--- src/rtl/cpu_control_unit.sv ---
// cpu_control_unit: fetch/decode/execute sequencer for the 8-bit-address, 16-bit-word accumulator CPU.
// Ports:
//   clk_i, rst_ni      clock, asynchronous active-low reset
//   run_i              execute enable, sampled at instruction boundaries
//   opcode_i           IR output, valid from DEC onward
//   acc_sign_i         ACC[15], used by JMPGEZ
//   mem_ready_i        memory completes the pending read/write this cycle
//   mem_rd_o/mem_wr_o  memory requests (address = MAR, write data = MBR)
//   mar_ld_o/mar_sel_o MAR load, source 0 = PC, 1 = MBR[7:0]
//   mbr_ld_mem_o       MBR <= memory data;  mbr_ld_acc_o  MBR <= ACC
//   pc_inc_o/pc_ld_o   PC increment / PC <= MBR[7:0]
//   ir_ld_o, br_ld_o, acc_ld_o  register load strobes
//   alu_op_o           0 PASS_B,1 ADD,2 SUB,3 AND,4 OR,5 NOT,6 SHR,7 SHL
//   halted_o, illegal_o, bus_err_o  sticky status until reset
//   instr_count_o      retired instruction count (wrapping)
module cpu_control_unit #(
  parameter int OPC_W   = 8,
  parameter int ALUOP_W = 4,
  parameter int TIMEOUT = 255,
  parameter int CNT_W   = 16
) (
  input  logic               clk_i,
  input  logic               rst_ni,
  input  logic               run_i,
  input  logic [OPC_W-1:0]   opcode_i,
  input  logic               acc_sign_i,
  input  logic               mem_ready_i,
  output logic               mem_rd_o,
  output logic               mem_wr_o,
  output logic               mar_ld_o,
  output logic               mar_sel_o,
  output logic               mbr_ld_mem_o,
  output logic               mbr_ld_acc_o,
  output logic               pc_inc_o,
  output logic               pc_ld_o,
  output logic               ir_ld_o,
  output logic               br_ld_o,
  output logic               acc_ld_o,
  output logic [ALUOP_W-1:0] alu_op_o,
  output logic               halted_o,
  output logic               illegal_o,
  output logic               bus_err_o,
  output logic [CNT_W-1:0]   instr_count_o
);
  localparam logic [3:0] S_IDLE = 4'd0;
  localparam logic [3:0] S_F1   = 4'd1;
  localparam logic [3:0] S_F2   = 4'd2;
  localparam logic [3:0] S_F3   = 4'd3;
  localparam logic [3:0] S_DEC  = 4'd4;
  localparam logic [3:0] S_RD   = 4'd5;
  localparam logic [3:0] S_BRL  = 4'd6;
  localparam logic [3:0] S_EX   = 4'd7;
  localparam logic [3:0] S_WR1  = 4'd8;
  localparam logic [3:0] S_WR2  = 4'd9;
  localparam logic [3:0] S_JP   = 4'd10;
  localparam logic [3:0] S_END  = 4'd11;
  localparam logic [3:0] S_HLT  = 4'd12;

  logic [3:0]         state_q, state_d;
  logic [15:0]        wait_q, wait_d;
  logic [CNT_W-1:0]   cnt_q;
  logic               illegal_q, illegal_d, bus_err_q, bus_err_d;
  logic               in_wait, timeout, retire;
  logic               op_load, op_store, op_add, op_sub, op_and, op_or, op_jmp, op_jgez;
  logic               op_not, op_shr, op_shl, op_nop, op_halt, op_rd, op_ex, op_known;
  logic [ALUOP_W-1:0] alu_sel;

  assign op_nop   = opcode_i == OPC_W'(8'h00);
  assign op_load  = opcode_i == OPC_W'(8'h01);
  assign op_store = opcode_i == OPC_W'(8'h02);
  assign op_add   = opcode_i == OPC_W'(8'h03);
  assign op_sub   = opcode_i == OPC_W'(8'h04);
  assign op_jmp   = opcode_i == OPC_W'(8'h05);
  assign op_jgez  = opcode_i == OPC_W'(8'h06);
  assign op_and   = opcode_i == OPC_W'(8'h08);
  assign op_or    = opcode_i == OPC_W'(8'h09);
  assign op_not   = opcode_i == OPC_W'(8'h0A);
  assign op_shr   = opcode_i == OPC_W'(8'h0B);
  assign op_shl   = opcode_i == OPC_W'(8'h0C);
  assign op_halt  = opcode_i == OPC_W'(8'h0D);
  assign op_rd    = op_load | op_add | op_sub | op_and | op_or;
  assign op_ex    = op_not | op_shr | op_shl;
  assign op_known = op_rd | op_ex | op_store | op_jmp | op_jgez | op_nop | op_halt;

  assign alu_sel = op_add ? ALUOP_W'(1) : op_sub ? ALUOP_W'(2) : op_and ? ALUOP_W'(3) :
                   op_or  ? ALUOP_W'(4) : op_not ? ALUOP_W'(5) : op_shr ? ALUOP_W'(6) :
                   op_shl ? ALUOP_W'(7) : ALUOP_W'(0);

  assign in_wait = state_q == S_F2 || state_q == S_RD || state_q == S_WR2;
  // mem_ready on the last allowed wait cycle still completes the access
  assign timeout = in_wait && !mem_ready_i && wait_q == 16'(TIMEOUT - 1);

  always_comb begin
    state_d   = state_q;
    illegal_d = illegal_q;
    bus_err_d = bus_err_q | timeout;
    retire    = 1'b0;
    case (state_q)
      S_IDLE: state_d = run_i ? S_F1 : S_IDLE;
      S_F1:   state_d = S_F2;
      S_F2:   state_d = mem_ready_i ? S_F3 : timeout ? S_HLT : S_F2;
      S_F3:   state_d = S_DEC;
      S_DEC: begin
        state_d   = op_rd ? S_RD : op_store ? S_WR1 : op_ex ? S_EX : op_jmp ? S_JP :
                    op_jgez ? (acc_sign_i ? S_END : S_JP) : op_nop ? S_END : S_HLT;
        illegal_d = illegal_q | ~op_known;
        retire    = op_halt;
      end
      S_RD:   state_d = mem_ready_i ? S_BRL : timeout ? S_HLT : S_RD;
      S_BRL:  state_d = S_EX;
      S_EX:   state_d = S_END;
      S_WR1:  state_d = S_WR2;
      S_WR2:  state_d = mem_ready_i ? S_END : timeout ? S_HLT : S_WR2;
      S_JP:   state_d = S_END;
      S_END: begin
        state_d = run_i ? S_F1 : S_IDLE;
        retire  = 1'b1;
      end
      S_HLT:  state_d = S_HLT;
      default: state_d = S_IDLE;
    endcase
  end

  // wait counter restarts whenever a wait state is freshly entered
  assign wait_d = (in_wait && state_d == state_q) ? wait_q + 16'd1 : 16'd0;

  always_ff @(posedge clk_i or negedge rst_ni) begin
    if (!rst_ni) begin
      state_q   <= S_IDLE;
      wait_q    <= '0;
      cnt_q     <= '0;
      illegal_q <= 1'b0;
      bus_err_q <= 1'b0;
    end else begin
      state_q   <= state_d;
      wait_q    <= wait_d;
      cnt_q     <= cnt_q + CNT_W'(retire);
      illegal_q <= illegal_d;
      bus_err_q <= bus_err_d;
    end
  end

  assign mem_rd_o      = state_q == S_F2 || state_q == S_RD;
  assign mem_wr_o      = state_q == S_WR2;
  assign mar_ld_o      = state_q == S_F1 || state_q == S_F3;
  assign mar_sel_o     = state_q == S_F3;
  assign mbr_ld_mem_o  = mem_rd_o && mem_ready_i;
  assign mbr_ld_acc_o  = state_q == S_WR1;
  assign pc_inc_o      = state_q == S_F2 && mem_ready_i;
  assign pc_ld_o       = state_q == S_JP;
  assign ir_ld_o       = state_q == S_F3;
  assign br_ld_o       = state_q == S_BRL;
  assign acc_ld_o      = state_q == S_EX;
  assign alu_op_o      = (state_q == S_EX) ? alu_sel : '0;
  assign halted_o      = state_q == S_HLT;
  assign illegal_o     = illegal_q;
  assign bus_err_o     = bus_err_q;
  assign instr_count_o = cnt_q;
endmodule

--- config.mk ---
export PLATFORM = sky130hd
export DESIGN_NAME = cpu_control_unit
export DESIGN_NICKNAME = d
export VERILOG_FILES = /design/src/rtl/cpu_control_unit.sv
export SDC_FILE = /design/constraint.sdc
export NUM_CORES = 1
export LEC_CHECK = 0
export BUFFER_PORTS_ARGS = -buffer_cell sky130_fd_sc_hd__buf_2
export CAP_MARGIN = 10
export CORE_UTILIZATION = 55
export DETAILED_ROUTE_END_ITERATION = 8
export GPL_TIMING_DRIVEN = 0
export PLACE_DENSITY = 0.8
export SYNTH_ARGS = -nofsm -noshare
export SYNTH_HDL_FRONTEND = slang
export SYNTH_SLANG_ARGS = --single-unit
--- constraint.sdc ---
create_clock -name clk_i -period 2.7 [get_ports clk_i]
set_input_delay 0.54 -clock clk_i [delete_from_list [all_inputs] [get_ports clk_i]]
set_output_delay 0.54 -clock clk_i [all_outputs]
set_load 0.02 [all_outputs]
==> metrics.txt, run 1 <==
area leader, netlist=dfrtp_1; Row Count=23; final worst slack=0.0982 ns; Seq pwr share=32.3%; post-synthesis simple-gate area fraction=29.0%; fin crit share=96.4%; kind of critical path=input port to output port; Root Driver=clkbuf_8; CP startpoint kind=input port; height of the chip=67.4 µm; clock share of power=19.3%; Clock Skews=0.00562 ns; Gate power share=48.4%; core area=4060 µm²; Final Hold Viols=0; largest net degree at the start of global routing=39; main combinational cell family by area after synthesis=simple AND/OR/NAND/NOR gates; H-Tree Depth=2; number of diodes=0; crit path capture type=output port; Peak supply drop=0.604 mV; setup tns final=0 ns; tightest slew margin relative to the limit=43.7%; Initial DRT Pass Iterations=6; number of DRC markers in iteration 0=155; first-pass GRT wire length=8200 µm; Post-DP Area=2640 µm²; fin area=2740 µm²; CTS clk-pin slew, worst paths=0.08 ns; ranking of synthesized cells by area=dfrtp_1 (40%), xnor2_1 (7.1%), xor2_1 (4.1%); worst-path fanout max=7; Worst R2R Path Depth=6; most frequent cell after synthesis=dfrtp_1; EDFF count, synth=0; final WL=5100 µm; Synth top area share=40.4%; Hold Slack=0.341 ns; DIE AREA=4540 µm²; via count=2047; Setup Fix Bufs, Post-CTS=0; Slew Limit Fails=0; top_reg_cell synth=dfrtp_1; RR Endpoint=wait_q[15]$_DFF_PN0_; Syn Inst Count=253; max cap viols=0; Seq/Total Area, Yosys=40.4%; Worst Tran Pin Value=0.845 ns; layout cells sized above 1=24.9%; vias in the first global route=1819; Post-DRT Antenna Nets=0; Area growth syn-to-layout=16.3%; Worst Hold Class=input port to asynchronous set/reset pin; Net Sw Power=945 µW; Ys Warns=0; register bit total from synthesis=38; clock tree buffer depth=2; CTS tree=done; initial cell density of the core=58.0%; Pint=1.22 mW; wire per inst=14.4 µm; NumNets Final=321; mapped cell area=2350 µm²; Synth Area in Adders=2.55%; crit path time final=2.60 ns; Worst Path Required=2.16 ns; count of cell types in the netlist=52; Skew-Pair Late Insertion Delay=0.30 ns; # setup viols final=0; reg2reg start=state_q[3]$_DFF_PN0_; status=finished, final reports clean; DRC viols=0; Remaining Overflow, GRT=0; CTS sink cnt=38; Die W=67.4 µm; Final GP Congestion=0.888; RSZ-0062 raised after global routing=false; Synthesized Nets=270; PwrDens=792 nW/µm²; Avg Cell Area, Syn=9.30 µm²; critical path arrival=2.06 ns; FILL cells=319; Power, Total=2.17 mW; XOR/XNOR Fraction of Synth Area=11.2%; compound-gate portion of the synthesized area=10.9%; I/O pins=47; top cells by count, synth=dfrtp_1 (38), nor2_1 (25), nand2_1 (19), xnor2_1 (19), nand3_1 (13); TritonCTS buffer count=5; share of flip-flops with an asynchronous set or reset=100%; FF-to-FF setup slack=0.20 ns; sw frac=43.6%; Post-CTS Hold Buffers=0; post-synthesis mux area share=0.638%; Port Buffers=44; Max Clk Rate=384 MHz; initial antenna violation count=0; Place WS=-0.147 ns; via density per instance=5.77; All-Layer GR Usage=24.5%; crit path launch=opcode_i[5]; DP Wirelength=3630 µm; Leakage=1.26 nW
==> logic make-up after synthesis <==
kind of cell | count (synthesis)
xor+xnor | 30
simple gates | 118
fa+ha+maj | 5
compound gates | 34
buf+inv | 26
mux | 1
other cells | 1
flops | 38
==> critical path: stages <==
cell and delay [ns]:
buf_2 0.09, or4_1 0.51, clkbuf_1 0.19, or3_1 0.38
nor3_1 0.17, buf_2 0.18
==> layout by cell type, fill, tap and decap left out, types with 4 or more instances in the layout <==
| cell type | n |
|---|---|
| xnor2_1 | 19 |
| nand4_1 | 7 |
| nor4b_2 | 4 |
| xor2_1 | 11 |
| and3_1 | 7 |
| nor3_1 | 6 |
| or2_2 | 4 |
| dfrtp_1 | 38 |
| buf_2 | 47 |
| o21ai_0 | 4 |
| nor4b_1 | 6 |
| nor4_1 | 8 |
| nand2b_1 | 6 |
| clkbuf_8 | 6 |
| inv_1 | 10 |
| nand2_1 | 19 |
| clkbuf_1 | 6 |
| nor2_1 | 25 |
| nand3_1 | 13 |
==> power by group through the flow <==
stage	clock network, mW	registers, mW	logic, mW
detailed placement	0	0.710	1.03
finish	0.417	0.700	1.05
CTS	0.423	0.698	1.03
global placement	0	0.706	1.00
floorplan	0	0.729	0.733
global route	0.446	0.708	1.15
==> stage by stage <==
stage	util, %	std cells
5_1_grt	67.4	355
2_1_floorplan	-	253
3_5_place_dp	64.9	347
4_1_cts	67.3	355
6_report	67.4	355
3_3_place_gp	64.9	347
==> repair_timing <==
item,CTS,global route
endpoints found under the hold margin,0,0
resized for setup,0,5
endpoints found under the setup margin,0,10
==> sequential cells by signal, summed over array words and instances, names as in the netlist <==
signal and flops:
instr_count_o 16, wait_q 16, bus_err_o 1, illegal_o 1
state_q 4
==> metal layers <==
layer / up-vias / GRT usage, % / wire length, µm
met2: 79 / 39.1 / 2350
met3: 10 / 5.74 / 322
met4: 0 / 9.57 / 101
met1: 948 / 32.1 / 2320
met5: - / 0 / 0
li1: 1010 / - / -
==> cell type report <==
class	count	area [µm²]	area share, %
clock inverter	2	12.5	0.457
sequential	38	951	34.8
buffer	16	86.3	3.16
inverter	10	37.5	1.37
multi-input combinational	189	1280	46.9
timing repair buffer	44	220	8.05
tap	50	62.6	2.29
clock buffer	6	82.6	3.02
==> how the worst max path moves through the flow <==
| stage | end | slack, ns |
|---|---|---|
| 2_1_floorplan | alu_op_o[2] | 0.11 |
| 3_3_place_gp | instr_count_o[10]$_DFF_PN0_ | -0.14 |
| 3_5_place_dp | instr_count_o[10]$_DFF_PN0_ | -0.15 |
| 4_1_cts | alu_op_o[2] | 0.09 |
| 5_1_grt | instr_count_o[10]$_DFF_PN0_ | 0.01 |
| 6_report | alu_op_o[2] | 0.1 |
No activity file was read; power rests on OpenSTA's default activity.
==> run 2, diff against run 1 <==
--- a/config.mk
+++ b/config.mk
@@ -7,10 +7,12 @@
 export LEC_CHECK = 0
 export BUFFER_PORTS_ARGS = -buffer_cell sky130_fd_sc_hd__buf_2
 export CAP_MARGIN = 10
-export CORE_UTILIZATION = 55
+export CELL_PAD_IN_SITES_DETAIL_PLACEMENT = 0
+export CELL_PAD_IN_SITES_GLOBAL_PLACEMENT = 1
+export CORE_UTILIZATION = 42
 export DETAILED_ROUTE_END_ITERATION = 8
 export GPL_TIMING_DRIVEN = 0
-export PLACE_DENSITY = 0.8
+export PLACE_DENSITY_LB_ADDON = 0.1
 export SYNTH_ARGS = -nofsm -noshare
 export SYNTH_HDL_FRONTEND = slang
 export SYNTH_SLANG_ARGS = --single-unit
==> metrics.txt, run 2 (synthesis gave the netlist of run 1 again) <==
max cap viols=0 (unchanged); Clock Skews=0.00346 ns (-0.00216 ns); Worst Tran Pin Value=0.839 ns (-0.00581 ns); tightest slew margin relative to the limit=44.1% (+0.39 points); clock share of power=21.6% (+2.3 points); CTS sink cnt=38 (unchanged); Leakage=1.27 nW (+0.44%); Root Driver=clkbuf_8; Initial DRT Pass Iterations=4 (-2); wire per inst=13.9 µm (-3.2%); Pint=1.29 mW (+5.9%); largest net degree at the start of global routing=39 (unchanged); Final Hold Viols=0 (unchanged); Final GP Congestion=0.813 (-8.4%); fin crit share=97.5% (+1.1 points); Hold Slack=0.352 ns (+0.0107 ns); FILL cells=488 (+53%); fin area=2800 µm² (+2.2%); RSZ-0062 raised after global routing=true; crit path time final=2.63 ns (+0.0303 ns); Row Count=26 (+13%); Die W=76.8 µm (+14%); vias in the first global route=1872 (+2.9%); # setup viols final=0 (unchanged); critical path arrival=2.09 ns (+0.03 ns); via count=2031 (-0.78%); kind of critical path=input port to output port; initial antenna violation count=0 (unchanged); clock tree buffer depth=2 (unchanged); Max Clk Rate=380 MHz (-1.2%); via density per instance=5.42 (-6.1%); CP startpoint kind=input port; DRC viols=0 (unchanged); met2 Track Usage GR=28.2% (-11 points); TritonCTS buffer count=5 (unchanged); initial cell density of the core=44.9% (-13 points); number of diodes=0 (unchanged); All-Layer GR Usage=19.0% (-5.5 points); height of the chip=76.8 µm (+14%); Post-CTS Hold Buffers=0 (unchanged); sw frac=42.1% (-1.5 points); NumNets Final=321 (unchanged); final core utilization=53.4% (-14 points); status=finished, final reports clean; layout cells sized above 1=26.2% (+1.3 points); met3 Track Usage GR=3.21% (-2.5 points); Port Buffers=44 (unchanged); Gate power share=47.1% (-1.3 points); fin cells=375 (+5.6%); GRT busiest layer=met1; CTS tree=done; core area=5240 µm² (+29%); leading cell type in the layout, fill and taps excluded=buf_2; crit path capture type=output port; Peak supply drop=0.533 mV (-12%); Worst Path Required=2.16 ns (about the same); commonest non-fill, non-tap cells in the layout=buf_2 (47), dfrtp_1 (38), nor2_1 (23); PwrDens=799 nW/µm² (+0.91%); DP Wirelength=3710 µm (+2.2%); final worst slack=0.0679 ns (-0.0303 ns); Post-DRT Antenna Nets=0 (unchanged); Seq pwr share=31.3% (-1.0 points); Skew-Pair Late Insertion Delay=0.29 ns (about the same); Post-DP Area=2660 µm² (+0.95%); H-Tree Depth=2 (unchanged); final WL=5210 µm (+2.3%); Slew Limit Fails=0 (unchanged); CTS clk-pin slew, worst paths=0.07 ns (about the same); Net Sw Power=941 µW (-0.37%); Place WS=-0.228 ns (-0.0816 ns); met1 global-route usage=28.7% (-3.4 points); first-pass GRT wire length=9050 µm (+10%); Remaining Overflow, GRT=0 (unchanged); Area growth syn-to-layout=18.9%; I/O pins=47 (unchanged); Worst Hold Class=input port to asynchronous set/reset pin; DIE AREA=5900 µm² (+30%); worst-path fanout max=7 (unchanged); number of DRC markers in iteration 0=95 (-39%); placed insts=367 (+5.8%)
run 2: changes by cell type in the layout (fill, tap and decap cells not counted):
cell | before | now
nor2_1 | 25 | 23
nor2_2 | 0 | 2
bufinv_16 | 0 | 1
clkbuf_8 | 6 | 5
clkinv_2 | 1 | 0
clkinvlp_4 | 1 | 2
o32ai_1 | 1 | 0
o32ai_2 | 0 | 1
or3_1 | 2 | 1
or3_4 | 0 | 1
run 2: power groups by stage:
stage	Combinational [mW]	Clock [mW]	Sequential, mW
after floorplan	0.733	0	0.729
after global placement	1.04	0	0.709
after detailed placement	1.04	0	0.709
after CTS	1.04	0.496	0.698
after global routing	1.16	0.525	0.710
final	1.05	0.483	0.699
run 2: what timing repair did:
| item | in CTS | in global routing |
|---|---|---|
| setup buffers | 0 | 0 |
| setup endpoints to repair | 0 | 17 |
| gates resized for setup | 0 | 9 |
run 2: per-stage QoR:
step / TNS [ns] / power [mW]
2_1_floorplan: 0 / 1.46
3_3_place_gp: -2.38 / 1.75
3_5_place_dp: -3.00 / 1.75
4_1_cts: 0 / 2.24
5_1_grt: -0.0392 / 2.40
6_report: 0 / 2.23
run 2: layout make-up:
cell class | count | area (µm²) | area share [%]
Multi-Input combinational cell | 189 | 1300 | 46.5
Sequential cell | 38 | 951 | 34.0
Timing Repair Buffer | 44 | 220 | 7.87
Tap cell | 70 | 87.6 | 3.13
Buffer | 16 | 86.3 | 3.09
Clock buffer | 5 | 68.8 | 2.46
Clock inverter | 3 | 45.0 | 1.61
Inverter | 10 | 37.5 | 1.34
run 2: worst max-delay path, cell delays in order:
cell	delay, ns
buf_2	0.09
or4_1	0.51
clkbuf_1	0.21
or3_4	0.39
nor3_1	0.17
buf_2	0.19
run 2: routing by layer:
metal / wire length, µm / share of wire, %
met5: 0 / 0
met4: 31 / 0.59
met3: 217 / 4.2
met2: 2250 / 43
met1: 2710 / 52
run 2: worst paths after layout:
check,startpoint,to,slack (ns),depth (start not counted)
worst max-delay path,opcode_i[5],alu_op_o[2],0.07,6
min in group clk_i,bus_err_o$_DFF_PN0_,bus_err_o$_DFF_PN0_,0.46,1
max in group asynchronous,rst_ni,state_q[3]$_DFF_PN0_,1.82,1
worst min-delay path,rst_ni,illegal_o$_DFFE_PN0P_,0.35,1
worst max register to register,state_q[0]$_DFF_PN0_,wait_q[14]$_DFF_PN0_,0.23,6
worst min register to register,bus_err_o$_DFF_PN0_,bus_err_o$_DFF_PN0_,0.46,1
